## config.mk

```make
export PLATFORM = sky130hd
export DESIGN_NAME = usb_data_buffer
export DESIGN_NICKNAME = d
export VERILOG_FILES = /design/src/rtl/usb_data_buffer.sv
export SDC_FILE = /design/constraint.sdc
export NUM_CORES = 1
export LEC_CHECK = 0
export ABC_AREA = 0
export CAP_MARGIN = 20
export CORE_UTILIZATION = 60
export DETAILED_ROUTE_END_ITERATION = 16
export PLACE_DENSITY = 0.8
export SLEW_MARGIN = 20
export SYNTH_ARGS = -nofsm -noshare
export SYNTH_HDL_FRONTEND = slang
export SYNTH_SLANG_ARGS = --single-unit
```

## constraint.sdc

```tcl
create_clock -name clk -period 8.4 [get_ports clk]
set_clock_uncertainty 0.2 [all_clocks]
set_input_delay 0.84 -clock clk [delete_from_list [all_inputs] [get_ports clk]]
set_output_delay 0.84 -clock clk [all_outputs]
set_load 0.005 [all_outputs]
```

## src/rtl/usb_data_buffer.sv

```systemverilog
`default_nettype none
// ============================================================================
// Module      : usb_data_buffer
// Description : Shared half-duplex byte FIFO between the AHB-Lite slave and the
//               USB serial engines, with show-ahead head outputs.
// Revision    : 1.0 - initial release
// ============================================================================
module usb_data_buffer #(
    parameter int DEPTH  = 64,
    parameter int ADDR_W = 6
) (
    input  logic              clk,
    input  logic              rst,
    input  logic              store_tx_data,
    input  logic [7:0]        tx_data,
    input  logic              get_rx_data,
    output logic [7:0]        rx_data,
    input  logic              store_rx_packet_data,
    input  logic [7:0]        rx_packet_data,
    input  logic              get_tx_packet_data,
    output logic [7:0]        tx_packet_data,
    input  logic              flush,
    input  logic              clear,
    output logic [ADDR_W:0]   buffer_occupancy,
    output logic              buffer_overflow,
    output logic              buffer_underflow
);

    localparam logic [ADDR_W:0]   c_full_level = (ADDR_W + 1)'(DEPTH);
    localparam logic [ADDR_W-1:0] c_ptr_one    = ADDR_W'(1);
    localparam logic [ADDR_W:0]   c_occ_one    = (ADDR_W + 1)'(1);

    logic [7:0]        r_mem [DEPTH];
    logic [ADDR_W-1:0] r_wptr;
    logic [ADDR_W-1:0] r_rptr;
    logic [ADDR_W:0]   r_occ;
    logic              r_overflow;
    logic              r_underflow;

    logic              w_push;
    logic              w_pop;
    logic [7:0]        w_wdata;
    logic              w_empty;
    logic              w_full;
    logic              w_pop_ok;
    logic              w_push_ok;
    logic              w_wr_conflict;
    logic              w_empty_req;
    logic [7:0]        w_head;

    assign w_push        = store_rx_packet_data | store_tx_data;
    assign w_pop         = get_tx_packet_data | get_rx_data;
    // The receiver always wins a write collision; the host byte is lost.
    assign w_wdata       = store_rx_packet_data ? rx_packet_data : tx_data;
    assign w_wr_conflict = store_rx_packet_data & store_tx_data;
    assign w_empty_req   = flush | clear;

    assign w_empty   = (r_occ == '0);
    assign w_full    = (r_occ == c_full_level);
    assign w_pop_ok  = w_pop & ~w_empty;
    // A simultaneous pop frees the slot being written, so a full buffer still accepts.
    assign w_push_ok = w_push & (~w_full | w_pop_ok);

    always_ff @(posedge clk) begin
        if (rst) begin
            r_wptr      <= '0;
            r_rptr      <= '0;
            r_occ       <= '0;
            r_overflow  <= 1'b0;
            r_underflow <= 1'b0;
        end else if (w_empty_req) begin
            r_wptr      <= '0;
            r_rptr      <= '0;
            r_occ       <= '0;
            r_overflow  <= 1'b0;
            r_underflow <= 1'b0;
        end else begin
            if (w_push_ok) begin
                r_wptr <= r_wptr + c_ptr_one;
            end
            if (w_pop_ok) begin
                r_rptr <= r_rptr + c_ptr_one;
            end
            if (w_push_ok && !w_pop_ok) begin
                r_occ <= r_occ + c_occ_one;
            end else if (w_pop_ok && !w_push_ok) begin
                r_occ <= r_occ - c_occ_one;
            end
            r_overflow  <= (w_push & ~w_push_ok) | w_wr_conflict;
            r_underflow <= w_pop & ~w_pop_ok;
        end
    end

    // Storage carries no reset; stale bytes are masked by the empty check below.
    always_ff @(posedge clk) begin
        if (!rst && !w_empty_req && w_push_ok) begin
            r_mem[r_wptr] <= w_wdata;
        end
    end

    assign w_head = w_empty ? 8'h00 : r_mem[r_rptr];

    assign tx_packet_data   = w_head;
    assign rx_data          = w_head;
    assign buffer_occupancy = r_occ;
    assign buffer_overflow  = r_overflow;
    assign buffer_underflow = r_underflow;

endmodule
`default_nettype wire

```

==> results.toml <==
[status]
status = "completed"

[logic_synthesis]
ys_seq_area_share_pct = 74.97
synthArstFlopShare_pct = 0
synth_most_common_cell = "edfxtp_1"
ys_top_cells_by_count = "edfxtp_1, mux4_2, nor2_1"
synthTopCellsByArea = "edfxtp_1, mux4_2, dfxtp_1"
ys_ff_latch = 539
synth_nets = 1090
synth_top_area_share_pct = 72.42
ys_types = 54
synthCells = 1056
yosys_warnings = 0
synth_area_per_cell_sq_um = 20.10
synth_edf_count = 512
synth-main-ff-cell = "edfxtp_1"
synth_top_area_cell = "edfxtp_1"
syn-cell-area_sq_um = 21230

[sta]
fmax_mhz = 188.1
finalCritPeriodShare_pct = 63.30
slew_viol_final = 0
hold_viol_final = 0
slew_headroom_pct = 33.48
hold_ws_ps = 339.0
rsz0062_at_grt = "no"
setup_violations = 0
finalSetupTns_ps = 0
worst_pin_slew_ps = 994.1
timing.final.crit_period_ps = 5317

[route]
drt_iter0_markers = 1353
drt_pre_antenna_iters = 6
ant_nets = 0
viasPerCell = 6.759
routedWlPerCell_um = 29.35
vias = 10780
remaining_drc_errors = 0
drt_wl_total_mm = 46.81

[die]
initial_core_util_pct = 61.16
die_y_um = 190.1
fp.dieW_um = 190.1
die-area_sq_um = 36140
row_count = 68
core_sq_um = 34710
io_pins = 49

[power_and_ir_drop]
intPower_uw = 4318
power.total_uw = 5459
p_leak_uw = 0.007188
clkPwrFrac_pct = 40.0
sw_frac_of_total_pct = 20.90
p_switching_uw = 1141
power_density_nw_per_um2 = 231.2
share_seq_of_total_power_pct = 54.5
p_comb_share_pct = 5.5
ir_worst_vdd_uv = 195.4

[clock_tree]
cts_root_buffer = "clkbuf_16"
clk_latency_ps = 580
cts_htree_levels = 2
post_cts_buffers = 0
cts_num_sinks = 539
cts_buffer_depth = 3
clk_pin_slew_ps = 60
cts_tree = "yes"
hold_buffers = 0
cts_resized = 0
cts_buffers = 51

[global_route]
grt-ovfl-total = 0
track_usage_pct = 26.97
grt_pass1_vias = 10743
grt_pass1_wl_mm = 69.63
antenna_found_initial = 0
grt_max_degree = 91

[final_layout]
area_delta_synth_final_pct = 11.23
nets = 1139
fin_area_sq_um = 23610
diodes = 0
drive_gt1_share_pct = 20.53

[placed_design]
placed_area_sq_um = 22050
dp_hpwl_mm = 27.66
portBuffers = 48
gp_congestion = 0.8812

[worst_setup_path]
timing.rr.start = "buffer_occupancy[0]"
rrSetupSlack_ps = 4760
crit_fanout = 90
critical_path_class = "register to output pin"
endpoint_kind = "output pin"
critPathCapture = "rx_data[1]"
cp.arrival_ps = 4280
critPathLaunchType = "register"
rr_worst_depth = 5
worst-endpoint-required_ps = 7360
r2r-end = "r_mem[31][1]"

[flow_run]
cap_viol_max_count = 0

[min_path]
hold_path_class = "register to register"
how the worst min path moves through the flow:
stage	startpoint	end	slack, ps	cells after the start
2_1_floorplan	r_rptr[5]	register	280	2
3_3_place_gp	r_rptr[5]	r_rptr[5]	310	2
3_5_place_dp	r_rptr[5]	register	310	2
4_1_cts	r_rptr[5]	register	330	2
5_1_grt	buffer_occupancy[3]	buffer_occupancy[3]	360	2
6_report	r_rptr[5]	register	340	2
metrics by stage:
step	std cells	worst slack, ps	utilization (%)
global route	1595	2874	68.03
detailed placement	1507	3707	63.52
finish	1595	3083	68.03
CTS	1595	3066	67.99
global placement	1507	3729	63.52
floorplan	1056	5041	-
per-layer routing:
layer	part of all wire [%]	wire length, um	global-route usage, %	vias up
met5	0	0	0	-
met4	3.4	1589	9.429	0
met3	10	4753	5.313	128
met2	49	22860	43.19	680
met1	38	17610	37.55	5513
li1	-	-	-	4459
state kept, by name, indices dropped and copies added (netlist names), named ones only:
name              cells
r_rptr                6
r_wptr                6
r_mem               512
buffer_overflow       1
buffer_underflow      1
buffer_occupancy      7
final cells by class:
| class | count | area (sq um) |
|---|---|---|
| flip-flops and latches | 539 | 15920 |
| fillers | 2121 | 11100 |
| multi-input cells | 443 | 4941 |
| clock buffers | 65 | 1359 |
| repair buffers | 62 | 598.1 |
| well taps | 455 | 569.3 |
| clock inverters | 23 | 192.7 |
| inverters | 8 | 30.03 |
power by group through the flow:
stage / Combinational (uW) / Sequential [uW] / Clock (uW)
3_3_place_gp: 286 / 3030 / 0
3_5_place_dp: 297 / 3030 / 0
4_1_cts: 300 / 2980 / 2200
6_report: 302 / 2970 / 2180
5_1_grt: 323 / 2970 / 2300
2_1_floorplan: 188 / 3030 / 0
worst max-delay path, stage by stage (launching register included):
cell	delay (ps)
dfxtp_4	720
buf_12	580
mux4_2	600
a22o_1	270
a221oi_1	230
o22ai_1	180
a311o_1	440
clkdlybuf4s50_1	510
kinds of logic after synthesis:
kind of cell	after synthesis	share of synthesized area, %
xor+xnor	11	0.4539
fa+ha+maj	11	0.6719
buf+inv	74	1.821
compound gates	97	3.342
flops	539	74.97
mux	152	14.88
simple gates	172	3.866
cell usage in the layout, fill, tap and decap left out, types with 9 or more instances in the layout:
cell type        synthesis  final
ha_1                     9      9
o22ai_1                 19     19
mux4_2                 126    126
clkdlybuf4s50_1          0     48
nor2_1                  89     88
a22o_1                  10     10
edfxtp_1               512    512
clkbuf_1                26     11
a221oi_1                12     12
a22oi_1                 10     10
buf_4                   11     13
mux2i_1                 14     14
clkinv_2                 0     10
a21oi_1                 11     11
clkbuf_16                0     51
dfxtp_1                 27     24
nand2_1                 23     23
No activity file was read; power rests on OpenSTA's default activity.
